<file path="src/rtl/axis_len_to_keep_framer_pkg.sv">
// Shared definitions for the length-to-keep framer and the keep-to-count path:
// FSM state encoding, beat-size derivation and count-width helper.
package axis_len_to_keep_framer_pkg;

    typedef enum logic {
        IDLE   = 1'b0,
        STREAM = 1'b1
    } state_t;

    localparam int unsigned DEFAULT_DATA_WIDTH = 256;

    function automatic int unsigned bytes_per_beat(input int unsigned data_width);
        return data_width / 8;
    endfunction

    // Bits needed to hold a byte count of 0..n inclusive.
    function automatic int unsigned count_bits(input int unsigned n);
        return $clog2(n + 1);
    endfunction

    localparam int unsigned COUNT_BITS = count_bits(bytes_per_beat(DEFAULT_DATA_WIDTH));

endpackage

</file>
<file path="src/rtl/axis_len_to_keep_framer_count_to_keep_mask.sv">
// Combinational thermometer mask: a count of N (0..INPUT_SIZE) sets the low N bits.
// Inverse of the last-bit count used on the receive side.
module count_to_keep_mask
    import axis_len_to_keep_framer_pkg::*;
#(
    parameter int unsigned INPUT_SIZE = 32
) (
    input  logic [count_bits(INPUT_SIZE)-1:0] count,
    output logic [INPUT_SIZE-1:0]             mask
);

    always_comb begin
        mask = '0;
        for (int i = 0; i < int'(INPUT_SIZE); i++) begin
            mask[i] = (i < int'(count));
        end
    end

endmodule

</file>
<file path="src/rtl/axis_len_to_keep_framer.sv">
// Frames an unframed payload word stream into AXI-Stream beats using a byte-length command.
// Build option: AXIS_FRAMER_ZERO_PAD_EN zeroes the unused bytes of the last beat.
//
// state  | meaning
// IDLE   | waiting for a length command; no output beats, payload not consumed
// STREAM | passing payload words through, counting down remaining bytes
module axis_len_to_keep_framer
    import axis_len_to_keep_framer_pkg::*;
#(
    parameter int unsigned C_M_AXIS_DATA_WIDTH = 256,
    parameter int unsigned LEN_WIDTH           = 16
) (
    input  logic                               axis_aclk,
    input  logic                               axis_resetn,
    input  logic                               cmd_tvalid,
    output logic                               cmd_tready,
    input  logic [LEN_WIDTH-1:0]               cmd_len,
    input  logic [C_M_AXIS_DATA_WIDTH-1:0]     s_data_tdata,
    input  logic                               s_data_tvalid,
    output logic                               s_data_tready,
    output logic [C_M_AXIS_DATA_WIDTH-1:0]     m_axis_tdata,
    output logic [C_M_AXIS_DATA_WIDTH/8-1:0]   m_axis_tkeep,
    output logic                               m_axis_tvalid,
    input  logic                               m_axis_tready,
    output logic                               m_axis_tlast
);

    localparam int unsigned         BYTES_PER_BEAT = bytes_per_beat(C_M_AXIS_DATA_WIDTH);
    localparam int unsigned         CNT_W          = count_bits(BYTES_PER_BEAT);
    localparam logic [LEN_WIDTH-1:0] BEAT_LEN      = LEN_WIDTH'(BYTES_PER_BEAT);

    state_t                    state;
    state_t                    state_next;
    logic [LEN_WIDTH-1:0]      rem_bytes;
    logic [LEN_WIDTH-1:0]      rem_next;
    logic                      last;
    logic [CNT_W-1:0]          last_count;
    logic [BYTES_PER_BEAT-1:0] last_mask;

    assign last       = (rem_bytes <= BEAT_LEN);
    // Only meaningful when last is set, where rem_bytes fits in CNT_W bits.
    assign last_count = rem_bytes[CNT_W-1:0];

    count_to_keep_mask #(
        .INPUT_SIZE(BYTES_PER_BEAT)
    ) u_last_mask (
        .count(last_count),
        .mask (last_mask)
    );

    always_ff @(posedge axis_aclk) begin
        if (!axis_resetn) begin
            state     <= IDLE;
            rem_bytes <= '0;
        end else begin
            state     <= state_next;
            rem_bytes <= rem_next;
        end
    end

    always_comb begin
        state_next    = state;
        rem_next      = rem_bytes;
        cmd_tready    = 1'b0;
        s_data_tready = 1'b0;
        m_axis_tvalid = 1'b0;
        m_axis_tlast  = 1'b0;
        m_axis_tkeep  = '0;
        case (state)
            IDLE: begin
                cmd_tready = 1'b1;
                if (cmd_tvalid && (cmd_len != '0)) begin
                    state_next = STREAM;
                    rem_next   = cmd_len;
                end
            end
            STREAM: begin
                m_axis_tvalid = s_data_tvalid;
                s_data_tready = m_axis_tready;
                if (last) begin
                    m_axis_tlast = 1'b1;
                    m_axis_tkeep = last_mask;
                    if (s_data_tvalid && m_axis_tready) begin
                        state_next = IDLE;
                        rem_next   = '0;
                    end
                end else begin
                    m_axis_tkeep = '1;
                    if (s_data_tvalid && m_axis_tready) begin
                        rem_next = rem_bytes - BEAT_LEN;
                    end
                end
            end
            default: begin
                state_next = IDLE;
            end
        endcase
    end

`ifdef AXIS_FRAMER_ZERO_PAD_EN
    for (genvar b = 0; b < int'(BYTES_PER_BEAT); b++) begin : g_pad
        assign m_axis_tdata[b*8 +: 8] = ((state == STREAM) && last && !last_mask[b])
                                        ? 8'h00 : s_data_tdata[b*8 +: 8];
    end
`else
    assign m_axis_tdata = s_data_tdata;
`endif

endmodule

</file>
<file path="config.mk">
export PLATFORM = sky130hd
export DESIGN_NAME = axis_len_to_keep_framer
export DESIGN_NICKNAME = d
export VERILOG_FILES = /design/src/rtl/axis_len_to_keep_framer_pkg.sv /design/src/rtl/axis_len_to_keep_framer_count_to_keep_mask.sv /design/src/rtl/axis_len_to_keep_framer.sv
export SDC_FILE = /design/constraint.sdc
export NUM_CORES = 1
export LEC_CHECK = 0
export ABC_AREA = 0
export CORE_AREA = 4 4 221 223
export CTS_CLUSTER_DIAMETER = 50
export DETAILED_ROUTE_END_ITERATION = 7
export DIE_AREA = 0 0 225 227
export PLACE_DENSITY = 0.33
export SLEW_MARGIN = 20
export SYNTH_ARGS = -nofsm -noshare
export SYNTH_HDL_FRONTEND = slang
export SYNTH_SLANG_ARGS = --single-unit
</file>
<file path="constraint.sdc">
create_clock -name axis_aclk -period 6.4 [get_ports axis_aclk]
set_input_delay 1.92 -clock axis_aclk [delete_from_list [all_inputs] [get_ports axis_aclk]]
set_output_delay 1.92 -clock axis_aclk [all_outputs]
set_load 0.02 [all_outputs]
</file>
==> impl_metrics.env, run 1 <==
export IMPL_syn_to_final_growth_pct=-17.6
export IMPL_drive_gt1_share_pct=8.64
export IMPL_swShare_pct=40.8
export IMPL_netSwitchingPower_w=0.000210
export IMPL_dieArea_sq_um=51100
export IMPL_timing_slew_headroom_pct=45.0
export IMPL_synth_fa_ha_area_share_pct=0.735
export IMPL_dr_pass1_iters=4
export IMPL_multiInputGateArea_sq_um=1010
export IMPL_initial_core_util_pct=7.31
export IMPL_cts_resized=0
export IMPL_hp_class="reg -> reg"
export IMPL_dp_hpwl_mm=15.4
export IMPL_clockPowerShare_pct=24.8
export IMPL_place_inst=846
export IMPL_synth_top_family_by_area="buffers and inverters"
export IMPL_ys_ff_latch=17
export IMPL_synth_compound_area_share_pct=14.7
export IMPL_drtIter0Drc=124
export IMPL_critPathArrivalTime_ps=3140
export IMPL_synth_xor_area_share_pct=1.03
export IMPL_holdBufCountCts=0
export IMPL_final_core_util_pct=6.03
export IMPL_seq_area_sq_um=340
export IMPL_min_period_over_period_pct=79.1
export IMPL_grt_first_pass_wirelength_mm=21.1
export IMPL_synth_nets=733
export IMPL_p_total_w=0.000514
export IMPL_post_synth_mux_area_share_pct=0.331
export IMPL_p_int_w=0.000304
export IMPL_htreeDepth=1
export IMPL_cp_slowest_stage_delay_ps=610
export IMPL_num_rows=79
export IMPL_track_usage_pct=6.26
export IMPL_drv_cap=0
export IMPL_synth_area_top_cells="buf_4, dfxtp_1, a21oi_1"
export IMPL_postCtsSetupBuffers=0
export IMPL_power_frac_comb_pct=49.1
export IMPL_cts_tree="done"
export IMPL_synthArstFlopShare_pct=0
export IMPL_rsz0062_at_grt="false"
export IMPL_stdcell_count=850
export IMPL_ant_nets=0
export IMPL_cts_sinks=17
export IMPL_clockRootBuffer="clkbuf_16"
export IMPL_drv_slew=0
export IMPL_insertion_delay_ps=250
export IMPL_drc=0
export IMPL_seqPwrFrac_pct=26.1
export IMPL_endpoint_kind="output pin"
export IMPL_r2r_end="rem_bytes[9]"
export IMPL_hold_start="rem_bytes[14]"
export IMPL_numCtsBuffers=3
export IMPL_grt_overflow=0
export IMPL_ios=569
export IMPL_pre_cts_slack_ps=1330
export IMPL_fmax_mhz=198
export IMPL_final_setup_skew_ps=3.79
export IMPL_fin_nets=523
export IMPL_via_count=2089
export IMPL_synth_main_ff_cell="dfxtp_1"
export IMPL_ys_seq_area_share_pct=10.0
export IMPL_die_h_microns=227
export IMPL_grt_pass1_vias=2114
export IMPL_crit_chain="clkdlybuf4s50_1 > and2_1 > clkdlybuf4s50_1"
export IMPL_io_buffers=56
export IMPL_worstPathRequired_ps=4480
export IMPL_diodes=0
export IMPL_antenna_found_initial=0
export IMPL_grt_max_degree=26
export IMPL_critPathMaxFanout=3
export IMPL_crit_path_start_kind="primary input"
export IMPL_synth_edf_count=0
export IMPL_syn_inst=454
export IMPL_clk_pin_slew_worst_paths_ps=50
export IMPL_synth_simple_area_share_pct=12.8
export IMPL_wl_mm=17.5
export IMPL_drt_wirelength_per_cell_microns=20.6
export IMPL_criticalPathCategory="in -> out"
export IMPL_globalplace_congestion=0.704
export IMPL_hold_depth=1
export IMPL_vdd_drop_max_uv=70.8
export IMPL_num_fill_cells=5499
export IMPL_synth_area_sq_um=3400
export IMPL_setup_viol_count_final=0
export IMPL_yosys_warnings=0
export IMPL_startpoint="s_data_tvalid"
export IMPL_r2r_worst_path_cells=6
export IMPL_tightest_slew_ps=823
export IMPL_status="complete, no violations"
export IMPL_fp_dieW_microns=225
export IMPL_hold_viol_final=0
export IMPL_yosysTopAreaCellShare_pct=56.4
export IMPL_setup_ws_ps=1340
export IMPL_regToRegSetupSlack_ps=3860
export IMPL_vias_per_cell=2.46
export IMPL_clk_path_buf_depth=2
export IMPL_cp_common_cell="clkdlybuf4s50_1"
export IMPL_design_core_area_sq_um=46600
export IMPL_ys_types=52
export IMPL_synth_avg_cell_area_sq_um=7.50
export IMPL_synth_top_area_cell="buf_4"
export IMPL_hold_end="rem_bytes[14]"
export IMPL_power_density_nw_per_um2=183
export IMPL_tns_ps=0
export IMPL_power_leakage_nw=0.851
export IMPL_fin_crit_ps=5060
export IMPL_reg2reg_from="state"
export IMPL_critPathSlowestCell="clkdlybuf4s50_1"
-- per-stage QoR --
| step | instance area (sq um) | hold slack (ps) |
|---|---|---|
| finish | 2810 | 551 |
| global route | 2810 | 570 |
| floorplan | 3400 | 513 |
| CTS | 2810 | 550 |
| global placement | 2730 | 530 |
| detailed placement | 2730 | 536 |
-- cell usage in the layout (no fill, tap or decap), drive strengths merged, types with 3 or more instances in the layout --
master / n
clkdlybuf4s50: 56
clkbuf: 4
o221ai: 6
a22o: 6
inv: 11
nand3: 8
nor3: 3
and3: 5
dfxtp: 17
nand4: 5
nor4: 6
and2: 6
nor2: 15
a31o: 5
o21ai: 13
nand2b: 3
nand2: 19
o211a: 6
xor2: 3
a21oi: 16
-- area by class of cell --
class | count | area share, %
flip-flops and latches | 17 | 12.1
inverters | 12 | 1.60
clock buffers | 4 | 2.81
well taps | 607 | 27.1
multi-input cells | 152 | 35.9
repair buffers | 58 | 20.5
-- flip-flops by register name, indices dropped and copies added, names as in the netlist --
name       flops
state          1
rem_bytes     16
-- synth_stat cells (2+ instances only) --
cell type / instances
buf_4: 256
o221ai_1: 6
xor2_1: 3
nor2_1: 14
buf_6: 3
nand2_1: 19
nor4_1: 5
dfxtp_1: 17
nand3_1: 8
o21ai_1: 2
o21ai_2: 4
nor3_1: 2
nand2b_1: 3
clkbuf_1: 11
a31o_2: 3
o21ai_0: 7
a21oi_1: 16
and3_1: 4
nor3b_1: 2
and2_1: 6
buf_2: 3
a31o_1: 2
nand4_1: 5
a32o_1: 2
a21o_1: 2
nor2b_1: 2
ha_1: 2
a22o_1: 6
o211a_1: 6
inv_1: 11
-- worst max-delay path, delay by kind of cell --
kind                   cells  cell delay (ps)
AND/OR/NAND/NOR            1              160
buffers and inverters      2             1060
-- kinds of logic after synthesis --
kind of cell    after synthesis
buf+inv                     285
simple gates                 79
compound gates               66
flops                        17
xor+xnor                      4
fa+ha+maj                     2
mux                           1
-- power by group through the flow --
stage,sequential (W),clock [W],combinational (W)
detailed placement,0.000136,0,0.000256
CTS,0.000134,0.000135,0.000257
floorplan,0.000127,0,0.000382
global placement,0.000136,0,0.000256
finish,0.000134,0.000127,0.000252
global route,0.000136,0.000137,0.000271
-- layer usage --
layer | wire (microns) | global-route usage (%) | vias to the layer above
met5 | 0 | 0 | -
met4 | 918 | 3.12 | 0
met3 | 3840 | 5.92 | 89
met2 | 8560 | 10.9 | 290
met1 | 4170 | 4.55 | 884
li1 | - | - | 826
-- worst max path at each step --
stage	slack [ps]	depth (start not counted)	to
floorplan	2310	1	m_axis_tvalid
detailed placement	1330	3	s_data_tready
finish	1340	3	m_axis_tvalid
global route	1250	6	m_axis_tkeep[4]
CTS	1320	6	m_axis_tkeep[4]
global placement	1320	3	s_data_tready
Power figures use the tool's default switching activity.
==> run 2, diff against run 1 <==
--- a/config.mk
+++ b/config.mk
@@ -10,7 +10,7 @@
 export CTS_CLUSTER_DIAMETER = 50
 export DETAILED_ROUTE_END_ITERATION = 7
 export DIE_AREA = 0 0 225 227
-export PLACE_DENSITY = 0.33
+export PLACE_DENSITY = 0.34
 export SLEW_MARGIN = 20
 export SYNTH_ARGS = -nofsm -noshare
 export SYNTH_HDL_FRONTEND = slang
==> constraint.sdc (replaced) <==
create_clock -name axis_aclk -period 4.15 [get_ports axis_aclk]
set_input_delay 1.245 -clock axis_aclk [delete_from_list [all_inputs] [get_ports axis_aclk]]
set_output_delay 1.245 -clock axis_aclk [all_outputs]
set_load 0.02 [all_outputs]
==> run 2 against run 1 <==
Net effect:
- global-route usage is essentially flat
- non-clock buffer count grew 12
- clock power grew 59%
- sequential share of layout area shrank 0.28 points
- via count grew 0.53%
- clock skew is essentially flat
- setup slack lost 1000 ps
- sequential power grew 46%
- first-iteration DRC count shrank 37%
- critical endpoint is now m_axis_tkeep[4]
==> impl_metrics.env, run 2 (synthesis gave the netlist of run 1 again) <==
export IMPL_status="complete, no violations"
export IMPL_die_h_microns=227
export IMPL_final_setup_skew_ps=3.78
export IMPL_ios=569
export IMPL_critPathMaxFanout=7
export IMPL_insertion_delay_ps=250
export IMPL_fin_nets=535
export IMPL_grt_pass1_vias=2204
export IMPL_seqPwrFrac_pct=24.3
export IMPL_numCtsBuffers=3
export IMPL_postCtsSetupBuffers=0
export IMPL_min_period_over_period_pct=92.7
export IMPL_regToRegSetupSlack_ps=1960
export IMPL_setup_viol_count_final=0
export IMPL_dr_pass1_iters=4
export IMPL_rsz0062_at_grt="false"
export IMPL_netSwitchingPower_w=0.000329
export IMPL_cts_tree="done"
export IMPL_syn_to_final_growth_pct=-15.6
export IMPL_cp_top_family="simple AND/OR/NAND/NOR gates"
export IMPL_p_int_w=0.000474
export IMPL_vias_per_cell=2.44
export IMPL_drive_gt1_share_pct=17.3
export IMPL_largestRegisters="rem_bytes (16), state (1)"
export IMPL_clk_path_buf_depth=2
export IMPL_critPathCapture="m_axis_tkeep[4]"
export IMPL_fp_dieW_microns=225
export IMPL_grt_max_degree=26
export IMPL_r2r_end="rem_bytes[9]"
export IMPL_initial_core_util_pct=7.31
export IMPL_grt_overflow=0
export IMPL_critPathArrivalTime_ps=2600
export IMPL_drv_slew=0
export IMPL_crit_chain="or4_4 > o21ai_2 > nand3_1 > o21ai_2 > o21ai_0 > clkdlybuf4s50_1"
export IMPL_design_core_area_sq_um=46600
export IMPL_diodes=0
export IMPL_cp_buffers_inverters=1
export IMPL_antenna_found_initial=1
export IMPL_crit_path_start_kind="flop"
export IMPL_criticalPathCategory="reg -> out"
export IMPL_cts_resized=0
export IMPL_htreeDepth=1
export IMPL_wl_mm=17.6
export IMPL_swShare_pct=41.0
export IMPL_power_frac_comb_pct=50.6
export IMPL_worst_path_stages=6
export IMPL_drv_cap=0
export IMPL_r2r_worst_path_cells=6
export IMPL_drtIter0Drc=78
export IMPL_cp_slowest_stage_delay_ps=570
export IMPL_globalplace_congestion=0.695
export IMPL_drc=0
export IMPL_track_usage_pct=6.30
export IMPL_io_buffers=56
export IMPL_critPathSlowestCell="clkdlybuf4s50_1"
export IMPL_endpoint_kind="output pin"
export IMPL_grt_first_pass_wirelength_mm=21.5
export IMPL_final_common_cell="clkdlybuf4s50_1"
export IMPL_drt_wirelength_per_cell_microns=20.4
export IMPL_hp_class="reg -> reg"
export IMPL_regMostFlops="rem_bytes"
export IMPL_dieArea_sq_um=51100
export IMPL_power_density_nw_per_um2=279
export IMPL_reg2reg_from="rem_bytes[9]"
export IMPL_worstPathRequired_ps=2900
export IMPL_vdd_drop_max_uv=122
export IMPL_tns_ps=0
export IMPL_dp_hpwl_mm=15.4
export IMPL_fmax_mhz=260
export IMPL_cp_common_cell="o21ai_2"
export IMPL_clockPowerShare_pct=25.1
export IMPL_clk_pin_slew_worst_paths_ps=60
export IMPL_holdWs_ps=549
export IMPL_timing_slew_headroom_pct=50.2
export IMPL_clockRootBuffer="clkbuf_16"
export IMPL_largest_reg_flops=16
export IMPL_via_count=2100
export IMPL_tightest_slew_ps=745
export IMPL_cts_sinks=17
export IMPL_final_cell_mix="clkdlybuf4s50_1, buf_4, nand2_1"
export IMPL_fin_crit_ps=3850
export IMPL_ant_nets=0
export IMPL_hold_viol_final=0
export IMPL_num_rows=79
export IMPL_holdBufCountCts=0
export IMPL_startpoint="rem_bytes[1]"
export IMPL_power_leakage_nw=0.929
run 2: cell count changes in the layout (fill, tap and decap cells not counted):
cell             delta
buf_4              +22
clkdlybuf4s50_1    -10
clkbuf_1            -1
clkinv_2            +1
run 2: metal layers:
| metal | track usage (%) | up-vias | wire length, microns |
|---|---|---|---|
| li1 | - | 847 | - |
| met1 | 4.71 | 873 | 4330 |
| met2 | 10.4 | 288 | 8230 |
| met3 | 6.34 | 92 | 3990 |
| met4 | 3.36 | 0 | 1010 |
| met5 | 0 | - | 0 |
run 2: worst min path at each step:
| stage | from | to | depth (start not counted) |
|---|---|---|---|
| after floorplan | rem_bytes[12] | rem_bytes[12] | 1 |
| final | rem_bytes[12] | rem_bytes[12] | 1 |
| after CTS | rem_bytes[12] | rem_bytes[12] | 1 |
| after detailed placement | rem_bytes[12] | rem_bytes[12] | 1 |
| after global routing | rem_bytes[12] | rem_bytes[12] | 1 |
| after global placement | rem_bytes[14] | rem_bytes[14] | 1 |
run 2: area by class of cell:
class | instances | area, sq um
Sequential cell | 17 | 340
Tap cell | 607 | 759
Timing Repair Buffer | 70 | 641
Clock buffer | 3 | 75.1
Inverter | 12 | 45.0
Multi-Input combinational cell | 152 | 1010
Fill cell | 5487 | 43700
Clock inverter | 1 | 5.00
run 2: power groups by stage:
stage               logic [W]  clock network, W  registers [W]
floorplan            0.000589                 0       0.000196
global placement     0.000415                 0       0.000198
detailed placement   0.000415                 0       0.000198
CTS                  0.000416          0.000205       0.000195
global route         0.000440          0.000214       0.000198
finish               0.000406          0.000202       0.000195
run 2: metrics by stage:
step                      worst slack, ps  cell area [sq um]  total power (W)  cells  util (%)
after floorplan                      1140               3400         0.000784    454         -
after global placement                429               2790         0.000614    858      6.00
after global routing                  111               2870         0.000851    862      6.17
after detailed placement              418               2790         0.000613    858      6.00
final                                 304               2870         0.000803    862      6.17
after CTS                             227               2870         0.000816    862      6.17
